`src/rtl/mmio_pkg.sv`:
```
// Shared types and constants for the CPU-to-peripheral MMIO bridge.
package mmio_pkg;

  typedef enum logic [1:0] {
    IDLE,
    ACCESS,
    RESP
  } state_t;

  localparam logic [31:0] ERR_RDATA = 32'hDEAD_BEEF;

  function automatic int clog2(input int v);
    int r;
    r = 0;
    while ((1 << r) < v) r++;
    return r;
  endfunction

endpackage

```
`src/rtl/mmio_bridge_if.sv`:
```
// Bridge-to-peripheral bus: one-hot request, shared latched
// address/data, per-slave ready and flattened read data.
interface mmio_bridge_if #(
  parameter int NUM_SLV = 4,
  parameter int DATA_W  = 32
);
  logic [NUM_SLV-1:0]        slv_req;
  logic                      slv_we;
  logic [31:0]               slv_addr;
  logic [DATA_W-1:0]         slv_wdata;
  logic [NUM_SLV-1:0]        slv_ready;
  logic [NUM_SLV*DATA_W-1:0] slv_rdata;

  modport master (
    output slv_req,
    output slv_we,
    output slv_addr,
    output slv_wdata,
    input  slv_ready,
    input  slv_rdata
  );

  modport slave (
    input  slv_req,
    input  slv_we,
    input  slv_addr,
    input  slv_wdata,
    output slv_ready,
    output slv_rdata
  );
endinterface

```
`src/rtl/mmio_decode.sv`:
```
// Address decoder: region hit, window index and one-hot slave select.
module mmio_decode
  import mmio_pkg::*;
#(
  parameter int          NUM_SLV  = 4,
  parameter logic [31:0] IO_BASE  = 32'hFFFF_F000,
  parameter int          IO_BITS  = 12,
  parameter int          WIN_BITS = 8,
  localparam int         IDX_W    = IO_BITS - WIN_BITS
) (
  input  logic [31:WIN_BITS] i_addr,
  output logic               o_hit,
  output logic [IDX_W-1:0]   o_idx,
  output logic [NUM_SLV-1:0] o_sel
);

  logic w_region;
  logic w_in_range;

  assign o_idx      = i_addr[IO_BITS-1:WIN_BITS];
  assign w_region   = (i_addr[31:IO_BITS] == IO_BASE[31:IO_BITS]);
  assign w_in_range = (32'(o_idx) < 32'(NUM_SLV));
  assign o_hit      = w_region && w_in_range;
  assign o_sel      = o_hit ? (NUM_SLV'(1) << o_idx)
                            : '0;

endmodule

```
`src/rtl/mmio_bridge.sv`:
```
// CPU bus to NUM_SLV MMIO windows with wait states and timeout.
// MMIO_ERR_CNT_EN adds a saturating error-response counter.
module mmio_bridge
  import mmio_pkg::*;
#(
  parameter int          NUM_SLV  = 4,
  parameter int          DATA_W   = 32,
  parameter logic [31:0] IO_BASE  = 32'hFFFF_F000,
  parameter int          IO_BITS  = 12,
  parameter int          WIN_BITS = 8,
  parameter int          TIMEOUT  = 15
) (
  input  logic              cpu_clk,
  input  logic              cpu_rst_n,
  input  logic              cpu_req,
  input  logic              cpu_we,
  input  logic [31:0]       cpu_addr,
  input  logic [DATA_W-1:0] cpu_wdata,
  output logic              cpu_ready,
  output logic [DATA_W-1:0] cpu_rdata,
  output logic              cpu_err,
`ifdef MMIO_ERR_CNT_EN
  output logic [7:0]        err_cnt,
`endif
  mmio_bridge_if.master     slv
);

  localparam int IDX_W = IO_BITS - WIN_BITS;
  localparam int CNT_R = clog2(TIMEOUT + 1);
  localparam int CNT_W = (CNT_R < 1) ? 1 : CNT_R;

  state_t              r_state, w_state_n;
  logic [NUM_SLV-1:0]  r_req, w_req_n;
  logic [IDX_W-1:0]    r_idx, w_idx_n;
  logic                r_we, w_we_n;
  logic [31:0]         r_addr, w_addr_n;
  logic [DATA_W-1:0]   r_wdata, w_wdata_n;
  logic [CNT_W-1:0]    r_cnt, w_cnt_n;
  logic [DATA_W-1:0]   r_rdata, w_rdata_n;
  logic                r_err, w_err_n;
  logic                r_ready, w_ready_n;

  logic                w_hit;
  logic [IDX_W-1:0]    w_idx;
  logic [NUM_SLV-1:0]  w_sel;
  logic                w_sready;
  logic [DATA_W-1:0]   w_srd;

  mmio_decode #(
    .NUM_SLV  (NUM_SLV),
    .IO_BASE  (IO_BASE),
    .IO_BITS  (IO_BITS),
    .WIN_BITS (WIN_BITS)
  ) u_dec (
    .i_addr (cpu_addr[31:WIN_BITS]),
    .o_hit  (w_hit),
    .o_idx  (w_idx),
    .o_sel  (w_sel)
  );

  // r_req is one-hot, so masking isolates the selected slave's ready
  assign w_sready = |(slv.slv_ready & r_req);
  assign w_srd    = slv.slv_rdata[r_idx*DATA_W +: DATA_W];

  always_comb begin
    w_state_n = r_state;
    w_req_n   = r_req;
    w_idx_n   = r_idx;
    w_we_n    = r_we;
    w_addr_n  = r_addr;
    w_wdata_n = r_wdata;
    w_cnt_n   = r_cnt;
    w_rdata_n = r_rdata;
    w_err_n   = r_err;
    w_ready_n = 1'b0;
    unique case (r_state)
      IDLE: begin
        if (cpu_req) begin
          w_we_n    = cpu_we;
          w_addr_n  = cpu_addr;
          w_wdata_n = cpu_wdata;
          w_cnt_n   = '0;
          if (w_hit) begin
            w_state_n = ACCESS;
            w_req_n   = w_sel;
            w_idx_n   = w_idx;
          end else begin
            w_state_n = RESP;
            w_err_n   = 1'b1;
            w_rdata_n = DATA_W'(ERR_RDATA);
            w_ready_n = 1'b1;
          end
        end
      end
      ACCESS: begin
        if (w_sready) begin
          w_state_n = RESP;
          w_req_n   = '0;
          w_err_n   = 1'b0;
          w_rdata_n = r_we ? '0 : w_srd;
          w_ready_n = 1'b1;
        end else if (r_cnt == CNT_W'(TIMEOUT)) begin
          w_state_n = RESP;
          w_req_n   = '0;
          w_err_n   = 1'b1;
          w_rdata_n = DATA_W'(ERR_RDATA);
          w_ready_n = 1'b1;
        end else begin
          w_cnt_n = r_cnt + CNT_W'(1);
        end
      end
      RESP: begin
        w_state_n = IDLE;
      end
      default: begin
        w_state_n = IDLE;
        w_req_n   = '0;
      end
    endcase
  end

  always_ff @(posedge cpu_clk or negedge cpu_rst_n) begin
    if (!cpu_rst_n) begin
      r_state <= IDLE;
      r_req   <= '0;
      r_idx   <= '0;
      r_we    <= 1'b0;
      r_addr  <= '0;
      r_wdata <= '0;
      r_cnt   <= '0;
      r_rdata <= '0;
      r_err   <= 1'b0;
      r_ready <= 1'b0;
    end else begin
      r_state <= w_state_n;
      r_req   <= w_req_n;
      r_idx   <= w_idx_n;
      r_we    <= w_we_n;
      r_addr  <= w_addr_n;
      r_wdata <= w_wdata_n;
      r_cnt   <= w_cnt_n;
      r_rdata <= w_rdata_n;
      r_err   <= w_err_n;
      r_ready <= w_ready_n;
    end
  end

`ifdef MMIO_ERR_CNT_EN
  logic [7:0] r_err_cnt;

  always_ff @(posedge cpu_clk or negedge cpu_rst_n) begin
    if (!cpu_rst_n) begin
      r_err_cnt <= '0;
    end else if (r_state == RESP && r_err
                 && r_err_cnt != 8'hFF) begin
      r_err_cnt <= r_err_cnt + 8'd1;
    end
  end

  assign err_cnt = r_err_cnt;
`endif

  assign cpu_ready     = r_ready;
  assign cpu_rdata     = r_rdata;
  assign cpu_err       = r_err;
  assign slv.slv_req   = r_req;
  assign slv.slv_we    = r_we;
  assign slv.slv_addr  = r_addr;
  assign slv.slv_wdata = r_wdata;

endmodule

```
`src/flat_wrapper.sv`:
```
// flat-port wrapper written by rule: the top's interface ports become plain ports
module mmio_bridge_flat import mmio_pkg::*;
#(
  parameter int          NUM_SLV  = 4,
  parameter int          DATA_W   = 32,
  parameter logic [31:0] IO_BASE  = 32'hFFFF_F000,
  parameter int          IO_BITS  = 12,
  parameter int          WIN_BITS = 8,
  parameter int          TIMEOUT  = 15
)
  (cpu_clk, cpu_rst_n, cpu_req, cpu_we, cpu_addr, cpu_wdata, cpu_ready, cpu_rdata, cpu_err, slv_slv_req, slv_slv_we, slv_slv_addr, slv_slv_wdata, slv_slv_ready, slv_slv_rdata);
  mmio_bridge_if #(.NUM_SLV(NUM_SLV), .DATA_W(DATA_W)) slv_i ();
  input  logic cpu_clk;
  input  logic cpu_rst_n;
  input  logic cpu_req;
  input  logic cpu_we;
  input  logic [31:0] cpu_addr;
  input  logic [DATA_W-1:0] cpu_wdata;
  output logic cpu_ready;
  output logic [DATA_W-1:0] cpu_rdata;
  output logic cpu_err;
  output wire logic [$bits(slv_i.slv_req)-1:0] slv_slv_req;
  output wire logic [$bits(slv_i.slv_we)-1:0] slv_slv_we;
  output wire logic [$bits(slv_i.slv_addr)-1:0] slv_slv_addr;
  output wire logic [$bits(slv_i.slv_wdata)-1:0] slv_slv_wdata;
  input wire logic [$bits(slv_i.slv_ready)-1:0] slv_slv_ready;
  input wire logic [$bits(slv_i.slv_rdata)-1:0] slv_slv_rdata;
  assign slv_slv_req = slv_i.slv_req;
  assign slv_slv_we = slv_i.slv_we;
  assign slv_slv_addr = slv_i.slv_addr;
  assign slv_slv_wdata = slv_i.slv_wdata;
  assign slv_i.slv_ready = slv_slv_ready;
  assign slv_i.slv_rdata = slv_slv_rdata;
  mmio_bridge #(.NUM_SLV(NUM_SLV), .DATA_W(DATA_W), .IO_BASE(IO_BASE), .IO_BITS(IO_BITS), .WIN_BITS(WIN_BITS), .TIMEOUT(TIMEOUT)) u_core (.cpu_clk(cpu_clk), .cpu_rst_n(cpu_rst_n), .cpu_req(cpu_req), .cpu_we(cpu_we), .cpu_addr(cpu_addr), .cpu_wdata(cpu_wdata), .cpu_ready(cpu_ready), .cpu_rdata(cpu_rdata), .cpu_err(cpu_err), .slv(slv_i));
endmodule
```
`config.mk`:
```
export PLATFORM = sky130hd
export DESIGN_NAME = mmio_bridge_flat
export DESIGN_NICKNAME = d
export VERILOG_FILES = /design/src/rtl/mmio_pkg.sv /design/src/rtl/mmio_bridge_if.sv /design/src/rtl/mmio_decode.sv /design/src/rtl/mmio_bridge.sv /design/src/flat_wrapper.sv
export SDC_FILE = /design/constraint.sdc
export NUM_CORES = 1
export LEC_CHECK = 0
export ABC_AREA = 1
export CAP_MARGIN = 20
export CORE_MARGIN = 2
export CORE_UTILIZATION = 30
export CTS_BUF_LIST = sky130_fd_sc_hd__clkbuf_4
export CTS_CLUSTER_SIZE = 14
export DETAILED_ROUTE_END_ITERATION = 8
export PLACE_DENSITY = 0.71
export SLEW_MARGIN = 10
export SYNTH_ARGS = -nofsm -noshare
export SYNTH_HDL_FRONTEND = slang
export SYNTH_SLANG_ARGS = --single-unit
```
`constraint.sdc`:
```
create_clock -name cpu_clk -period 1.8 [get_ports cpu_clk]
set_input_delay 0.36 -clock cpu_clk [delete_from_list [all_inputs] [get_ports cpu_clk]]
set_output_delay 0.36 -clock cpu_clk [all_outputs]
set_load 0.01 [all_outputs]
```
==> Flow_metrics.wiki <==
{| class="wikitable"
! Metric !! Value
|-
| Standard-cell row count || 49
|-
| Overall die area || approximately 20000 µm²
|-
| Share of the synthesized area in the top cell type || about 50%
|-
| Shortest period the worst path allows || ~1.6 ns
|-
| Count of endpoints failing setup in the final report || 0
|-
| Total power per unit cell area || between 600 and 700 nW/µm²
|-
| Number of clock sinks seen by CTS || roughly 110
|-
| Library cell contributing the largest single delay on the critical path || dfrtp_2
|-
| Worst slew slack as a fraction of its limit || between 70% and 80%
|-
| Synth top area cells || dfrtp_1, nand2_1, nor2_1, o21ai_0, inv_1
|-
| CP endpoint kind || primary output
|-
| DP HPWL || around 14 mm
|-
| Detailed Route WL || between 15 and 20 mm
|-
| Static leakage || about 4.5 nW
|-
| Total iterations of the first detailed-routing run || 4
|-
| Port Buffer Count || between 300 and 400
|-
| Bufs on Longest Clock Path || 2
|-
| Clock edge transition at the registers on the reported setup and hold paths || ~0.14 ns
|-
| Number of slew-limit violations in the final report || 0
|-
| Number of warnings reported in the yosys synthesis log || 0
|-
| Routability congestion estimate from global placement || between 0.8 and 0.9
|-
| Arrival time at the worst endpoint || between 1 and 1.5 ns
|-
| Global-route usage over all layers || between 15 and 20%
|-
| Clock latency on the worst-skew pair || about 0.52 ns
|-
| Post-route ant nets || 0
|-
| Maximum clock rate || 614 MHz
|-
| Cell family with the largest share of critical-path delay || flip-flops
|-
| # Max-Cap Violations || 0
|-
| Starting density of the core || about 31%
|-
| Worst Tran Pin Value || 0.328 ns
|-
| Number of antenna violations at the first check in global routing || 0
|-
| Cell area after placement || between 8000 and 9000 µm²
|-
| Clock Skew || 0.0187 ns
|-
| Setup repair after global routing missed its margin || false
|-
| Peak ir drop on the vdd network || ~0.41 mV
|-
| Hold Violations, Final || 0
|-
| Worst path bufs/invs || 1
|-
| Io pins || ~300
|-
| Routed wire length per instance || ~15 µm
|-
| Syn Inst Count || between 700 and 800
|-
| Crit start category || register
|-
| Commonest cells after routing, fill and taps aside || nand2_1, clkdlybuf4s50_1, dfrtp_1
|-
| Number of vias after detailed routing || around 6000
|-
| Final critical-path share of the clock period || between 90% and 100%
|-
| Number of distinct standard cells referenced by the synthesized netlist || 27
|-
| Wire length of the first global-routing pass || between 30 and 40 mm
|-
| Crit-path max FO || 3
|-
| Drt initial violations || 194
|-
| CTS Buf Count || 17
|-
| Sequential share of the synthesized area || between 50% and 60%
|-
| # DRC || 0
|-
| Mean cell area of the mapped netlist || slightly below 8 µm²
|-
| Post-route setup TNS || 0 ns
|-
| Area inside the core boundary || 18100 µm²
|-
| Number of global-route vias before repair || roughly 6000
|-
| Height of the die || around 140 µm
|-
| Ratio of routed vias to standard cells || 4.65
|-
| Area added between synthesis and finish || 64.7%
|-
| Share of cells above drive strength 1 || 7.61%
|-
| Antenna Cells || 0
|-
| TritonCTS clock tree || yes
|-
| Setup Crit Path Kind || reg2out
|-
| Largest stage delay on the critical path || between 0.4 and 0.5 ns
|-
| Synth Net Count || 930
|-
| Post-route cell area || 9220 µm²
|-
| Cell taking the most area after synthesis || dfrtp_1
|-
| Kind of path behind the tightest hold check || in2reg
|-
| Overflow left after global routing || 0
|-
| Status || complete, no violations
|-
| Clock root buffer || clkbuf_4
|-
| Horizontal die dimension || ~140 µm
|-
| Flip-flop and latch count after synthesis || between 100 and 150
|-
| Critical-path cell list || dlygate4sd2_1
|-
| Net count of the finished layout || approximately 1200
|-
| Post-synth design cell area || around 5600 µm²
|-
| Pin count of the biggest net entering global routing || 70
|-
| Worst hold slack || 0.360 ns
|-
| Data required time of the worst path || ~1.4 ns
|-
| H-tree level count || 4
|-
| Most common cell after layout, fill and taps aside || nand2_1
|}
[metrics by stage]
| stage | std cells | setup WS, ns | total power [mW] | utilization, % |
|---|---|---|---|---|
| finish | 1280 | 0.172 | 6.35 | 50.8 |
| detailed placement | 1243 | -0.184 | 4.39 | 49.5 |
| global placement | 1243 | -0.122 | 4.38 | 49.5 |
| global route | 1280 | 0.0388 | 6.75 | 50.8 |
| CTS | 1280 | 0.0898 | 6.46 | 50.8 |
| floorplan | 729 | 0.436 | 3.33 | - |
[layer usage]
metal  track usage [%]  vias up  part of all wire [%]
li1                  -     2939                     -
met4              5.26        0                   1.7
met5                 0        -                     0
met1              22.8     2756                    41
met3              8.15       22                    10
met2              33.1      237                    47
[worst register-to-register path, cell delays in order (launching register included)]
cell and delay, ns:
dfrtp_1 0.46, nor2_2 0.19, nand2_2 0.12, inv_2 0.18
nand3_1 0.22, o21ai_0 0.26
[worst paths after layout]
| check | from | to | slack, ns | depth (start not counted) |
|---|---|---|---|---|
| min reg2reg | u_core.cpu_rdata[8]$_DFFE_PN0P_ | u_core.cpu_rdata[8]$_DFFE_PN0P_ | 0.48 | 2 |
| max in group asynchronous | cpu_rst_n | u_core.r_idx[0]$_DFFE_PN0P_ | 1.09 | 3 |
| max | u_core.slv.slv_we$_DFFE_PN0P_ | slv_slv_we | 0.17 | 1 |
| min | cpu_wdata[4] | u_core.slv.slv_wdata[4]$_DFFE_PN0P_ | 0.36 | 3 |
| min in group asynchronous | cpu_rst_n | u_core.cpu_ready$_DFF_PN0_ | 0.39 | 3 |
| max reg2reg | u_core.r_state[1]$_DFFE_PN0P_ | u_core.r_idx[0]$_DFFE_PN0P_ | 0.26 | 5 |
[registers in the layout, indices dropped and copies added, names as in the netlist]
name,flops
u_core.slv.slv_addr,32
u_core.r_idx,4
u_core.slv.slv_req,4
u_core.slv.slv_wdata,32
u_core.slv.slv_we,1
u_core.cpu_ready,1
u_core.r_cnt,4
u_core.r_state,2
u_core.cpu_err,1
u_core.cpu_rdata,32
[cell usage after synthesis, drive strengths merged]
cell / n
o21ai: 96
nand3: 15
nor3: 2
nor2: 105
clkbuf: 11
a21oi: 27
xnor2: 2
inv: 41
dfrtp: 113
nand2: 246
a21boi: 24
o22ai: 8
buf: 32
nand4: 6
ha: 1
[cells by family after synthesis]
family	share of synthesized area [%]
fa+ha+maj	0.223
compound gates	15.2
simple gates	26.4
xor+xnor	0.313
buf+inv	7.37
flops	50.5
[area by class of cell]
type / count / area (µm²)
Clock buffer: 17 / 128
Clock inverter: 15 / 195
Fill cell: 1815 / 8920
Sequential cell: 113 / 2830
Timing Repair Buffer: 333 / 3260
Inverter: 41 / 154
Multi-Input combinational cell: 532 / 2370
Tap cell: 229 / 287
[timing repair]
item                                   in CTS  in global routing
hold buffers                                1                  0
endpoints found under the hold margin     113                  0
setup endpoints to repair                 103                  0
gates resized for setup                   104                  0
buffers inserted                            4                  0
[power breakdown]
| part | total [mW] | internal (mW) | switching [mW] |
|---|---|---|---|
| combinational | 1.35 | 0.748 | 0.602 |
| clock | 2.15 | 1.01 | 1.14 |
| sequential | 2.84 | 2.73 | 0.109 |
| total | 6.35 | 4.49 | 1.85 |
Power figures use the tool's default switching activity.
==> edit: new RTL, same settings <==
`TIMEOUT` is set to 15 in 2 places; all go to 17.
--- a/src/rtl/mmio_bridge.sv
+++ b/src/rtl/mmio_bridge.sv
@@ -8,7 +8,7 @@
   parameter logic [31:0] IO_BASE  = 32'hFFFF_F000,
   parameter int          IO_BITS  = 12,
   parameter int          WIN_BITS = 8,
-  parameter int          TIMEOUT  = 15
+  parameter int          TIMEOUT  = 17
 ) (
   input  logic              cpu_clk,
   input  logic              cpu_rst_n,
--- a/src/flat_wrapper.sv
+++ b/src/flat_wrapper.sv
@@ -6,7 +6,7 @@
   parameter logic [31:0] IO_BASE  = 32'hFFFF_F000,
   parameter int          IO_BITS  = 12,
   parameter int          WIN_BITS = 8,
-  parameter int          TIMEOUT  = 15
+  parameter int          TIMEOUT  = 17
 )
   (cpu_clk, cpu_rst_n, cpu_req, cpu_we, cpu_addr, cpu_wdata, cpu_ready, cpu_rdata, cpu_err, slv_slv_req, slv_slv_we, slv_slv_addr, slv_slv_wdata, slv_slv_ready, slv_slv_rdata);
   mmio_bridge_if #(.NUM_SLV(NUM_SLV), .DATA_W(DATA_W)) slv_i ();
Function: no difference found for any inputs over 4 cycles, from zero or initial values and one cycle with cpu_rst_n low; that may be too few to reach the edited logic, so the function may still have changed.
==> edit against the original RTL <==
- sequential cell count increased by 1
- wire length grew 4.6%
- worst setup slack improved by 2.6 ps
- clock skew about the same
- final area barely moved
- synthesized area about the same
- power grew 1.7%
- via count increased by 0.45%
- critical path depth unchanged
- first-iteration DRC count is 36% higher
- utilization is essentially flat
- register-to-register slack barely moved
- critical path type unchanged
- critical endpoint unchanged
- largest cell class unchanged
==> edit: results (changes against the original RTL) <==
DR vias/cell: 4.61 (-0.94%)
Syn nets: 952 (+2.4%)
Worst reg2reg path startpoint: u_core.slv.slv_req[1]
Nets@finish: 1258 (+1.5%)
Hpwl dp: 14.7 mm (+3.3%)
Layout cells sized above 1: 6.37% (-1.2 points)
Post-Route WL: 20.0 mm (+4.6%)
Worst hold slack: 319 ps (-41.0 ps)
Vias in the first global route: 5929 (-0.70%)
Yosys Warn Count: 0 (unchanged)
Critical Path AT: 1270 ps (about the same)
Slew @ Worst Pin: 544 ps (+216 ps)
Clock group: 2.29 mW (+7%)
Commonest cells post-synth: 249 x nand2_1, 114 x dfrtp_1, 105 x nor2_1
CP Capture Point: slv_slv_we
Register area share after synthesis: 50.9% (+0.40 points)
Total track usage: 20.1% (+0.58 points)
Post-Synth Adder-Cell Area: 0.446% (+0.22 points)
Worst VDD drop: 0.404 mV (-0.32%)
Status: complete, no violations
Layout Cells excl Fill: 1298 (+1.4%)
GPL Wtd Cong: 0.810 (-2.1%)
First-pass GRT wire length: 31.2 mm (+2.0%)
Post-Synth XOR/XNOR Area: 0.156% (-0.16 points)
Post-CTS setup buffer count: 0 (-4)
Max Root-Sink Buffers: 2 (unchanged)
Reg2reg path depth: 6 (+1)
Drt pass-1 iters: 4 (unchanged)
Post-DP Area: 0.00899 mm2 (about the same)
DRT iter0 DRCs: 263 (+36%)
Initial antenna violation count: 1 (+1)
Distinct cells, synth: 26 (-3.7%)
Worst-path clk slew: 110 ps (-30 ps)
H-tree depth: 4 (unchanged)
Hold Crit Class: in2async
Largest net degree at the start of global routing: 65 (-7.1%)
Seq pwr: 2.86 mW
CP max FO: 3 (unchanged)
Cts bufs inserted: 17 (unchanged)
FF-to-FF End: u_core.cpu_rdata[29]
Worst Setup SP: u_core.slv.slv_we
Pleak: 4.54 nW (about the same)
Multiplexer share of the synthesized area: 0% (unchanged)
Area contributors post-synth: dfrtp_1 51%, nand2_1 17%, o21ai_0 7.7%
R2r setup slk: 260 ps (about the same)
Register Area: 0.00286 mm2 (+0.88%)
Worst-Skew Late Latency: 520 ps (about the same)
Clk root buf: clkbuf_4
Clock skew: 18.4 ps (-0.295 ps)
Mapped Cells: 750 (+2.9%)
Fill count: 1777 (-2.1%)
Pre-CTS setup slack: -147 ps (+37.3 ps)
Sw Ratio: 27.1% (-2.1 points)
NetSw: 1.75 mW (-5.7%)
Compound-gate portion of the synthesized area: 14.0% (-1.2 points)
Min Tclk post-route: 1630 ps (-2.59 ps)
edit: layout make-up:
type                            instances  share of cell area, %
Multi-Input combinational cell        547                   25.7
Antenna cell                            1                 0.0271
Sequential cell                       114                   31.0
Timing Repair Buffer                  328                   34.6
Tap cell                              229                   3.11
Inverter                               48                   1.95
Clock inverter                         14                   2.31
Clock buffer                           17                   1.38
edit: metal layers:
layer,up-vias,share of wire [%],track usage (%)
met5,-,0,0
met4,0,1.2,5.21
met3,15,10,7.47
met2,246,47,33.9
met1,2718,42,24.3
li1,3002,-,-
edit: timing repair:
item | 4_1_cts | 5_1_grt
setup endpoints to repair | 103 | 0
resized for setup | 104 | 0
hold buffers | 1 | 0
endpoints found under the hold margin | 27 | 0
edit: cells by family (layout without fill, tap and decap cells):
family,count (synthesis),in the layout
buffers and inverters,89,407
and+or+nand+nor,389,389
adders and majority gates,2,2
other,0,1
AOI/OAI and AO/OA,155,155
DFF,114,114
xor gates and xnor gates,1,1
